File: src/rtl/mdu_pkg.sv
// Shared multiply/divide unit definitions: divider FSM states,
// divider latency helper and MDU operation encodings.
package mdu_pkg;

    typedef enum logic [1:0] {
        IDLE,
        RUN,
        FIX,
        DONE
    } div_state_t;

    typedef enum logic [2:0] {
        MDU_NONE,
        MDU_MULT,
        MDU_MULTU,
        MDU_DIV,
        MDU_DIVU,
        MDU_MFHI,
        MDU_MFLO
    } mdu_op_t;

    // Cycles from start to done for a given operand width.
    function automatic int div_lat(input int width);
        return width + 2;
    endfunction

endpackage

File: src/rtl/div_sign_fix.sv
// Conditional two's-complement negate, used for operand magnitude
// and for restoring the sign of quotient and remainder.
module div_sign_fix #(
    parameter int WIDTH = 32
) (
    input  logic             neg,
    input  logic [WIDTH-1:0] a,
    output logic [WIDTH-1:0] y
);

    assign y = neg ? (~a + WIDTH'(1)) : a;

endmodule

File: src/rtl/div_iter_unit.sv
// Iterative restoring divider (DIV/DIVU), one quotient bit per cycle.
// Signed support is built only when DIV_SIGNED_EN is defined.
module div_iter_unit
    import mdu_pkg::*;
#(
    parameter int WIDTH = 32,
    parameter int CNT_W = $clog2(WIDTH + 1)
) (
    input  logic             clk,
    input  logic             rst,
    input  logic             start,
    input  logic             signed_div,
    input  logic [WIDTH-1:0] dividend,
    input  logic [WIDTH-1:0] divisor,
    input  logic             cancel,
    output logic             stall,
    output logic             done,
    output logic [WIDTH-1:0] quotient,
    output logic [WIDTH-1:0] remainder,
    output logic             div_zero
);

    div_state_t       state_q, state_d;
    logic [CNT_W-1:0] cnt_q, cnt_d;
    logic [WIDTH-1:0] rem_q, rem_d;
    logic [WIDTH-1:0] quo_q, quo_d;
    logic [WIDTH-1:0] dvs_q, dvs_d;
    logic             qneg_q, qneg_d;
    logic             rneg_q, rneg_d;
    logic             dz_q, dz_d;
    logic [WIDTH-1:0] quotient_q, quotient_d;
    logic [WIDTH-1:0] remainder_q, remainder_d;
    logic             div_zero_q, div_zero_d;

    logic             dd_neg, dv_neg;
    logic [WIDTH-1:0] abs_dd, abs_dv;
    logic [WIDTH-1:0] qfix, rfix;
    logic [WIDTH:0]   shl, diff;

`ifdef DIV_SIGNED_EN
    assign dd_neg = signed_div & dividend[WIDTH-1];
    assign dv_neg = signed_div & divisor[WIDTH-1];

    div_sign_fix #(.WIDTH(WIDTH)) u_abs_dd (
        .neg (dd_neg),
        .a   (dividend),
        .y   (abs_dd)
    );

    div_sign_fix #(.WIDTH(WIDTH)) u_abs_dv (
        .neg (dv_neg),
        .a   (divisor),
        .y   (abs_dv)
    );

    div_sign_fix #(.WIDTH(WIDTH)) u_fix_q (
        .neg (qneg_q),
        .a   (quo_q),
        .y   (qfix)
    );

    div_sign_fix #(.WIDTH(WIDTH)) u_fix_r (
        .neg (rneg_q),
        .a   (rem_q),
        .y   (rfix)
    );
`else
    logic unused_sign;

    assign dd_neg      = 1'b0;
    assign dv_neg      = 1'b0;
    assign abs_dd      = dividend;
    assign abs_dv      = divisor;
    assign qfix        = quo_q;
    assign rfix        = rem_q;
    assign unused_sign = signed_div ^ qneg_q ^ rneg_q;
`endif

    assign shl  = {rem_q, quo_q[WIDTH-1]};
    assign diff = shl - {1'b0, dvs_q};

    // Next-state, datapath and handshake outputs.
    always_comb begin
        state_d     = state_q;
        cnt_d       = cnt_q;
        rem_d       = rem_q;
        quo_d       = quo_q;
        dvs_d       = dvs_q;
        qneg_d      = qneg_q;
        rneg_d      = rneg_q;
        dz_d        = dz_q;
        quotient_d  = quotient_q;
        remainder_d = remainder_q;
        div_zero_d  = div_zero_q;
        stall       = 1'b0;
        done        = 1'b0;

        unique case (state_q)
            IDLE: begin
                stall = start & ~cancel;
            end
            RUN: begin
                stall = 1'b1;
                if (!diff[WIDTH]) begin
                    rem_d = diff[WIDTH-1:0];
                    quo_d = {quo_q[WIDTH-2:0], 1'b1};
                end else begin
                    rem_d = shl[WIDTH-1:0];
                    quo_d = {quo_q[WIDTH-2:0], 1'b0};
                end
                cnt_d = cnt_q + CNT_W'(1);
                if (cnt_q == CNT_W'(WIDTH - 1)) begin
                    state_d = FIX;
                end
            end
            FIX: begin
                stall       = 1'b1;
                quotient_d  = qfix;
                remainder_d = rfix;
                div_zero_d  = dz_q;
                state_d     = DONE;
            end
            DONE: begin
                done    = ~cancel;
                state_d = IDLE;
            end
            default: begin
                state_d = IDLE;
            end
        endcase

        // A new divide may be accepted from IDLE or straight out of DONE.
        if (start && (state_q == IDLE || state_q == DONE)) begin
            rem_d   = '0;
            quo_d   = abs_dd;
            dvs_d   = abs_dv;
            qneg_d  = dd_neg ^ dv_neg;
            rneg_d  = dd_neg;
            dz_d    = (divisor == '0);
            cnt_d   = '0;
            state_d = RUN;
        end

        if (cancel) begin
            state_d     = IDLE;
            quotient_d  = quotient_q;
            remainder_d = remainder_q;
            div_zero_d  = div_zero_q;
        end
    end

    // State and datapath registers with synchronous reset.
    always_ff @(posedge clk) begin
        if (rst) begin
            state_q     <= IDLE;
            cnt_q       <= '0;
            rem_q       <= '0;
            quo_q       <= '0;
            dvs_q       <= '0;
            qneg_q      <= 1'b0;
            rneg_q      <= 1'b0;
            dz_q        <= 1'b0;
            quotient_q  <= '0;
            remainder_q <= '0;
            div_zero_q  <= 1'b0;
        end else begin
            state_q     <= state_d;
            cnt_q       <= cnt_d;
            rem_q       <= rem_d;
            quo_q       <= quo_d;
            dvs_q       <= dvs_d;
            qneg_q      <= qneg_d;
            rneg_q      <= rneg_d;
            dz_q        <= dz_d;
            quotient_q  <= quotient_d;
            remainder_q <= remainder_d;
            div_zero_q  <= div_zero_d;
        end
    end

    assign quotient  = quotient_q;
    assign remainder = remainder_q;
    assign div_zero  = div_zero_q;

endmodule

File: config.mk
export PLATFORM = sky130hd
export DESIGN_NAME = div_iter_unit
export DESIGN_NICKNAME = d
export VERILOG_FILES = /design/src/rtl/mdu_pkg.sv /design/src/rtl/div_sign_fix.sv /design/src/rtl/div_iter_unit.sv
export SDC_FILE = /design/constraint.sdc
export NUM_CORES = 1
export LEC_CHECK = 0
export BUFFER_PORTS_ARGS = -buffer_cell sky130_fd_sc_hd__clkbuf_2
export CORE_MARGIN = 2
export CORE_UTILIZATION = 25
export DETAILED_ROUTE_END_ITERATION = 7
export GPL_ROUTABILITY_DRIVEN = 0
export SYNTH_ARGS = -nofsm -noshare
export SYNTH_HDL_FRONTEND = slang
export SYNTH_HIERARCHICAL = 1
export SYNTH_SLANG_ARGS = --single-unit
File: constraint.sdc
create_clock -name clk -period 3.2 [get_ports clk]
set_clock_uncertainty 0.1 [all_clocks]
set_input_delay 0.32 -clock clk [delete_from_list [all_inputs] [get_ports clk]]
set_output_delay 0.32 -clock clk [all_outputs]
set_load 0.005 [all_outputs]
Word level (Yosys, flattened, before mapping) --
Index checks and enable logic that the tools add are counted.
Storage, ports and cells: word-level logic and storage cells 43, register bits 170, output and inout bits 67, input port bits 69
Operators by class: bitwise operators 2, multiplexer cells 9, add/sub/neg operators 2, reductions and logical operators 14, equal/unequal tests 6
Operators with widths (number):
- two-way mux 32 bit | 3
- subtractor 33 x 32 -> 33 bit | 1
- zero test 32 bit | 1
- adder 6 x 1 -> 6 bit (second input constant) | 1
- == test 6 x 5 -> 1 bit (second input constant) | 1
- case mux 2 bit (3 select lines) | 1
- AND reduction 2 bit | 3
- OR reduction 2 bit | 3
- == test 2 bit (second input constant) | 2
- nonzero test 4 bit | 1
- two-way mux 1 bit | 3
- != test 3 bit (second input constant) | 1
- nonzero test 3 bit | 1
- OR reduction 3 bit | 1
- == test 2 x 1 -> 1 bit (second input constant) | 1
- zero test 2 bit | 1
- two-way mux 2 bit | 1
- != test 2 bit (second input constant) | 1
- case mux 1 bit (2 select lines) | 1
- nonzero test 2 bit | 1
- bitwise AND 1 bit | 1
- logical AND 1 bit | 1
- logical OR 1 bit | 1
- NOT 1 bit | 1

Longest topological paths before layout --
Gate-level depths: netlist of run 1.
depth in word-level cells 5, depth in mapped cells 13, gate-level depth less buffers 12

Least setup slack after synthesis of run 1 --
Ideal clock, no wire load.
path type flip-flop to flip-flop, start point register quo_q[31] (netlist: qfix[31]), end point register rem_q[10], required time 2968 ps, cell stages (with the launch flop) 14, clock period less this slack 2909 ps, arrival time 2677 ps, slack 291 ps, path buffers 1, setup time 132 ps, path through dfxtp_1 inv_1 ha_1 fa_1 nand2b_1 a21o_1 a211oi_2 o31a_2 nor2_2 o21ai_4 xor2_4 buf_6 mux2i_1 a21oi_1
Between the ends: cells in the longest elaborated chain, start to end 2
Ends and longest elaborated chain:
- start: declaration | line div_iter_unit.sv:26 | logic [WIDTH-1:0] quo_q, quo_d;
- start signal: assignment | line div_iter_unit.sv:170 | quo_q <= quo_d;
- subtractor 33 x 32 -> 33 bit | line div_iter_unit.sv:80 | assign diff = shl - {1'b0, dvs_q};
- two-way mux 32 bit | line div_iter_unit.sv:104 | if (!diff[WIDTH]) begin
- end signal: assignment | line div_iter_unit.sv:169 | rem_q <= rem_d;
- end: declaration | line div_iter_unit.sv:25 | logic [WIDTH-1:0] rem_q, rem_d;
Every way passes these cells. A chain may end at the register's enable or synchronous reset.

Worst setup path in the final report of run 1 --
start point register quo_q[31] (netlist: qfix[31]), end point register rem_q[20]
Same word-level chain as after synthesis.

==> flow_metrics.env, run 1 <==
export IMPL_status="complete, no violations"
export IMPL_powerDensity_nw_per_um2=515.7
export IMPL_avgSynthCellArea_sq_um=8.091
export IMPL_via_per_inst=4.597
export IMPL_yosysSeqAreaShare_pct=40.45
export IMPL_async_flop_share_pct=0
export IMPL_path_class="reg -> reg"
export IMPL_cts_tree="done"
export IMPL_yosys_top_cells_area="dfxtp_1, nand2_1, a21oi_1, mux2i_1, ha_1"
export IMPL_yosysTopAreaCellShare_pct=40.45
export IMPL_fin_util_pct=31.09
export IMPL_fin_nets=1262
export IMPL_cp_cell_sequence="inv_2, ha_4, fa_2, nand2b_4, a21o_1, a211oi_4, o31a_2, nor2_2, o21ai_4, xor2_4, buf_6, buf_12, mux2i_1, a211oi_1"
export IMPL_grtUsageTotal_pct=13.40
export IMPL_clock_sinks=170
export IMPL_finalSetupTns_ps=0
export IMPL_crit_required_ps=3390
export IMPL_cts_max_path_buffers=2
export IMPL_tightest_slew_ps=878.9
export IMPL_yosysUniqueCellTypes=56
export IMPL_synth_edf_count=0
export IMPL_crit_arrival_ps=3270
export IMPL_vias=7442
export IMPL_die_w_um=187.5
export IMPL_grt_pass1_wl_mm=37.66
export IMPL_first_pass_iters=5
export IMPL_crit_buf_inv=3
export IMPL_period_minus_slack_ps=3083
export IMPL_ys_ff_latch=170
export IMPL_path_clk_slew_ps=70
export IMPL_place_inst=1570
export IMPL_crit_path_max_fanout=6
export IMPL_initialDrtViolationCount=406
export IMPL_fin_crit_sh_pct=96.33
export IMPL_syn_area_sq_um=8414
export IMPL_synth_ff_type="dfxtp_1"
export IMPL_cp_slowest_cell="fa_2"
export IMPL_yosysMostFrequentCell="nand2_1"
export IMPL_slew_headroom_pct=41.41
export IMPL_routed_wl_mm=23.84
export IMPL_antenna_found_initial=4
export IMPL_cts_buffers=17
export IMPL_htree_levels=4
export IMPL_dp_slack_ps=56.89
export IMPL_startpoint_type="flop"
export IMPL_drt_wirelength_per_cell_um=14.72
export IMPL_cts_root_buf="clkbuf_16"
export IMPL_grt_max_degree=83
export IMPL_port_buffers=134
export IMPL_syn_to_final_growth_pct=23.27
export IMPL_ir_worst_vdd_mv=0.2975
export IMPL_drv_cap=0
export IMPL_synth_common_cells="nand2_1, dfxtp_1, a21oi_1"
export IMPL_ys_warnings_count=6
export IMPL_synthCells=1040
export IMPL_min_path_type="in -> reg"
export IMPL_hold_ws_ps=21.72
export IMPL_dpl_hpwl_mm=16.81
export IMPL_final_cells=1619
export IMPL_start_util_pct=25.22
export IMPL_ant_nets=0
export IMPL_setup_viol=0
export IMPL_hold_viol_final=0
export IMPL_drive_above_1_share_pct=17.82
export IMPL_drv_slew=0
export IMPL_cp_end_kind="flop"
export IMPL_pin_count=136
export IMPL_max_stage_delay_ps=390
export IMPL_crit_family="compound AO/OA/AOI/OAI gates"
export IMPL_coreArea_sq_um=33360
export IMPL_drc=0
export IMPL_synth_top_area_cell="dfxtp_1"
export IMPL_worstSkewPairLatency_ps=440
export IMPL_syn_num_nets=1148
export IMPL_grt_pass1_vias=7097
export IMPL_fin_ws_ps=117.5
export IMPL_gr_total_overflow=0
export IMPL_design_die_area_sq_um=35140
export IMPL_num_rows=67
export IMPL_fmax_mhz=324.4
export IMPL_leakagePower_nw=4.035
export IMPL_die_h_um=187.5
## layout make-up
cell class | instances | area (sq um)
repair buffers | 160 | 980.9
diodes | 4 | 10.01
fillers | 3619 | 22990
clock buffers | 22 | 484.2
inverters | 47 | 176.4
multi-input cells | 758 | 4639
flip-flops and latches | 170 | 3405
well taps | 448 | 560.5
clock inverters | 10 | 116.4
## layer usage
layer  track usage (%)  vias to the layer above  routed length, um
met5                 0                        -                  0
met4             5.088                        0                485
met1             16.57                     3500              10880
met3             3.077                       28                979
li1                  -                     3806                  -
met2             22.68                      108              11490
## logic make-up (layout without fill, tap and decap cells)
logic type                 after synthesis  count (layout)  synth area share, %
other                                    0               4                    0
adders and majority gates               39              39                5.889
AOI/OAI and AO/OA                      281             281                20.03
xor gates and xnor gates                34              34                3.762
buffers and inverters                  112             239                5.279
muxes                                   62              62                7.376
and+or+nand+nor                        342             342                17.22
DFF                                    170             170                40.45
## worst paths after layout
| kind | from | end | slack (ps) | cells past startpoint |
|---|---|---|---|---|
| worst max-delay path | qfix[31] | rem_q[20] | 120 | 14 |
| worst min-delay path | divisor[2] | dvs_q[2] | 20 | 3 |
| worst max register to register | qfix[31] | rem_q[20] | 120 | 14 |
| worst min register to register | dvs_q[2] | dvs_q[2] | 350 | 2 |
## power breakdown
| part | internal (mW) | total, mW | leakage [nW] | switching, mW |
|---|---|---|---|---|
| Clock | 1.23 | 2.12 | 0.280 | 0.891 |
| Combinational | 0.449 | 0.986 | 2.37 | 0.537 |
| Sequential | 2.19 | 2.24 | 1.38 | 0.0540 |
## through the flow
stage	area, sq um	power (mW)
4_1_cts	10200	5.304
5_1_grt	10370	5.578
3_5_place_dp	9535	3.168
6_report	10370	5.349
2_1_floorplan	8414	2.954
3_3_place_gp	9535	3.159
## repair_timing
item,CTS,global route
hold endpoints to repair,6,0
setup endpoints to repair,1,33
pin swaps,0,6
resized for setup,1,13
hold buffers,6,0
setup buffers,0,4
cloned,0,3
## cell usage in the layout (no fill, tap or decap), types with 36 or more instances in the layout
master      n
nor2_1     60
inv_1      46
mux2i_1    62
ha_1       36
dfxtp_1   169
clkbuf_2  133
nand2_1   217
a211oi_1   37
o21ai_0    39
a21oi_1   148
## tightest hold or removal path: stages
cell      delay [ps]
clkbuf_2          90
nand2_1           50
a21oi_1           50
## sequential cells by signal, summed over array words and instances, names as in the netlist
register and cells:
quotient 32, dvs_q 32, dz_q 1, qfix 32
state_q 2, div_zero 1, rem_q 32, remainder 32
cnt_q 6
No activity file was read; power rests on OpenSTA's default activity.
==> run 2: changes to the inputs <==
--- a/config.mk
+++ b/config.mk
@@ -7,9 +7,10 @@
 export LEC_CHECK = 0
 export BUFFER_PORTS_ARGS = -buffer_cell sky130_fd_sc_hd__clkbuf_2
 export CORE_MARGIN = 2
-export CORE_UTILIZATION = 25
+export CORE_UTILIZATION = 55
 export DETAILED_ROUTE_END_ITERATION = 7
 export GPL_ROUTABILITY_DRIVEN = 0
+export PLACE_DENSITY = 0.78
 export SYNTH_ARGS = -nofsm -noshare
 export SYNTH_HDL_FRONTEND = slang
 export SYNTH_HIERARCHICAL = 1
==> run 2 against run 1 <==
  * Setup slack worse by 40 ps
  * Critical path type unchanged
  * Non-clock buffer count is 10 lower
  * Largest cell class unchanged
  * Wire length is 13% lower
==> flow_metrics.env, run 2 (synthesis results as in run 1) <==
export IMPL_status="complete, no violations"
export IMPL_hold_viol_final=0
export IMPL_ant_nets=0
export IMPL_syn_to_final_growth_pct=18.01
export IMPL_fmax_mhz=320.2
export IMPL_setup_viol=0
export IMPL_cp_end_kind="flop"
export IMPL_routed_wl_mm=20.68
export IMPL_drt_wirelength_per_cell_um=15.39
export IMPL_most_common_layout_cells="nand2_1, dfxtp_1, a21oi_1"
export IMPL_drv_slew=0
export IMPL_min_path_type="in -> reg"
export IMPL_met2_usage_pct=42.94
export IMPL_crit_arrival_ps=3310
export IMPL_design_die_area_sq_um=16300
export IMPL_port_buffers=134
export IMPL_drive_above_1_share_pct=17.21
export IMPL_slew_headroom_pct=35.17
export IMPL_drv_cap=0
export IMPL_vias=7551
export IMPL_critical_path_startpoint="qfix[31]"
export IMPL_crit_path_max_fanout=9
export IMPL_cts_buffers=17
export IMPL_cts_max_path_buffers=2
export IMPL_initialDrtViolationCount=494
export IMPL_grt_pass1_wl_mm=34.06
export IMPL_power_mw=5.360
export IMPL_powerDensity_nw_per_um2=539.8
export IMPL_ir_worst_vdd_mv=0.4265
export IMPL_cts_hold_buf=0
export IMPL_period_minus_slack_ps=3123
export IMPL_worstSkewPairLatency_ps=430
export IMPL_final_cells=1344
export IMPL_via_per_inst=5.618
export IMPL_htree_levels=4
export IMPL_fin_crit_sh_pct=97.58
export IMPL_fin_util_pct=65.80
export IMPL_first_pass_iters=5
export IMPL_clock_sinks=170
export IMPL_die_w_um=127.7
export IMPL_fin_nets=1252
export IMPL_drc=0
export IMPL_post_dp_cell_area_sq_um=9213
export IMPL_startpoint_type="flop"
export IMPL_dpl_hpwl_mm=13.88
export IMPL_start_util_pct=55.76
export IMPL_min_delay_start="divisor[28]"
export IMPL_cts_root_buf="clkbuf_16"
export IMPL_busiest_layer="met2"
export IMPL_path_clk_slew_ps=60
export IMPL_die_h_um=127.7
export IMPL_rr_startpoint="qfix[31]"
export IMPL_antenna_cells=0
export IMPL_final_area_sq_um=9930
export IMPL_path_class="reg -> reg"
export IMPL_antenna_found_initial=0
export IMPL_cts_tree="done"
export IMPL_grt_util_met1_pct=33.27
export IMPL_pin_count=136
export IMPL_grt_pass1_vias=7162
export IMPL_leakagePower_nw=3.989
export IMPL_place_inst=1307
export IMPL_final_common_cell="nand2_1"
export IMPL_tightest_slew_ps=972.4
export IMPL_gr_total_overflow=0
export IMPL_grt_use_met3_pct=4.716
export IMPL_grt_max_degree=99
export IMPL_num_rows=45
export IMPL_coreArea_sq_um=15090
export IMPL_crit_required_ps=3390
export IMPL_grtUsageTotal_pct=25.63
-- run 2: cell count changes in the layout (fill, tap and decap cells not counted), sizes merged --
cell and change:
dlygate4sd3 -6, inv +3, diode -4, clkinv -2, clkbuf -5, bufinv +2
buf -3
-- run 2: layout make-up --
type	instances	area, sq um
fillers	1300	5160
multi-input cells	758	4614
flip-flops and latches	170	3405
repair buffers	150	878.3
clock buffers	18	429.2
well taps	188	235.2
clock inverters	13	191.4
inverters	47	176.4
-- run 2: per-layer routing --
metal	vias to the layer above	wire length, um
met1	3542	9471
met5	-	0
met3	33	815
li1	3795	-
met2	181	9913
met4	0	478
-- run 2: path summary, 6_finish.rpt --
check                      to  slack [ps]  cells after the start
setup / recovery     rem_q[5]          80                     14
hold / removal      dvs_q[28]          20                      3
setup reg to reg     rem_q[5]          80                     14
hold reg to reg   quotient[6]         350                      2
-- run 2: stage by stage --
stage / setup WS [ps] / setup TNS [ps] / hold slack, ps
CTS: 31.03 / 0 / 10.89
finish: 77.30 / 0 / 24.59
detailed placement: 25.31 / 0 / 346.0
floorplan: 290.7 / 0 / 324.9
global route: -14.01 / -26.50 / 30.03
global placement: 103.1 / 0 / 338.7
-- run 2: where the power goes --
| part | switching, mW | leakage [nW] | internal [mW] | total, mW |
|---|---|---|---|---|
| combinational | 0.523 | 2.32 | 0.427 | 0.951 |
| clock | 0.857 | 0.287 | 1.31 | 2.17 |
| sequential | 0.0557 | 1.38 | 2.19 | 2.24 |
-- run 2: critical path, stage by stage, from the launching register on --
cell	delay [ps]
dfxtp_2	340
inv_1	50
ha_1	210
fa_2	360
nand2b_1	180
a21o_1	210
a211oi_4	320
o31a_2	210
nor2_2	60
o21ai_4	170
xor2_4	160
buf_4	160
buf_12	140
mux2i_1	210
a21oi_1	80
-- run 2: timing repair --
action                                 in CTS  in global routing
pin swaps                                   0                  3
setup endpoints to repair                   1                 33
buffers inserted                            0                  4
endpoints found under the hold margin       0                  0
gates resized for setup                     1                  3
gates cloned                                0                  2
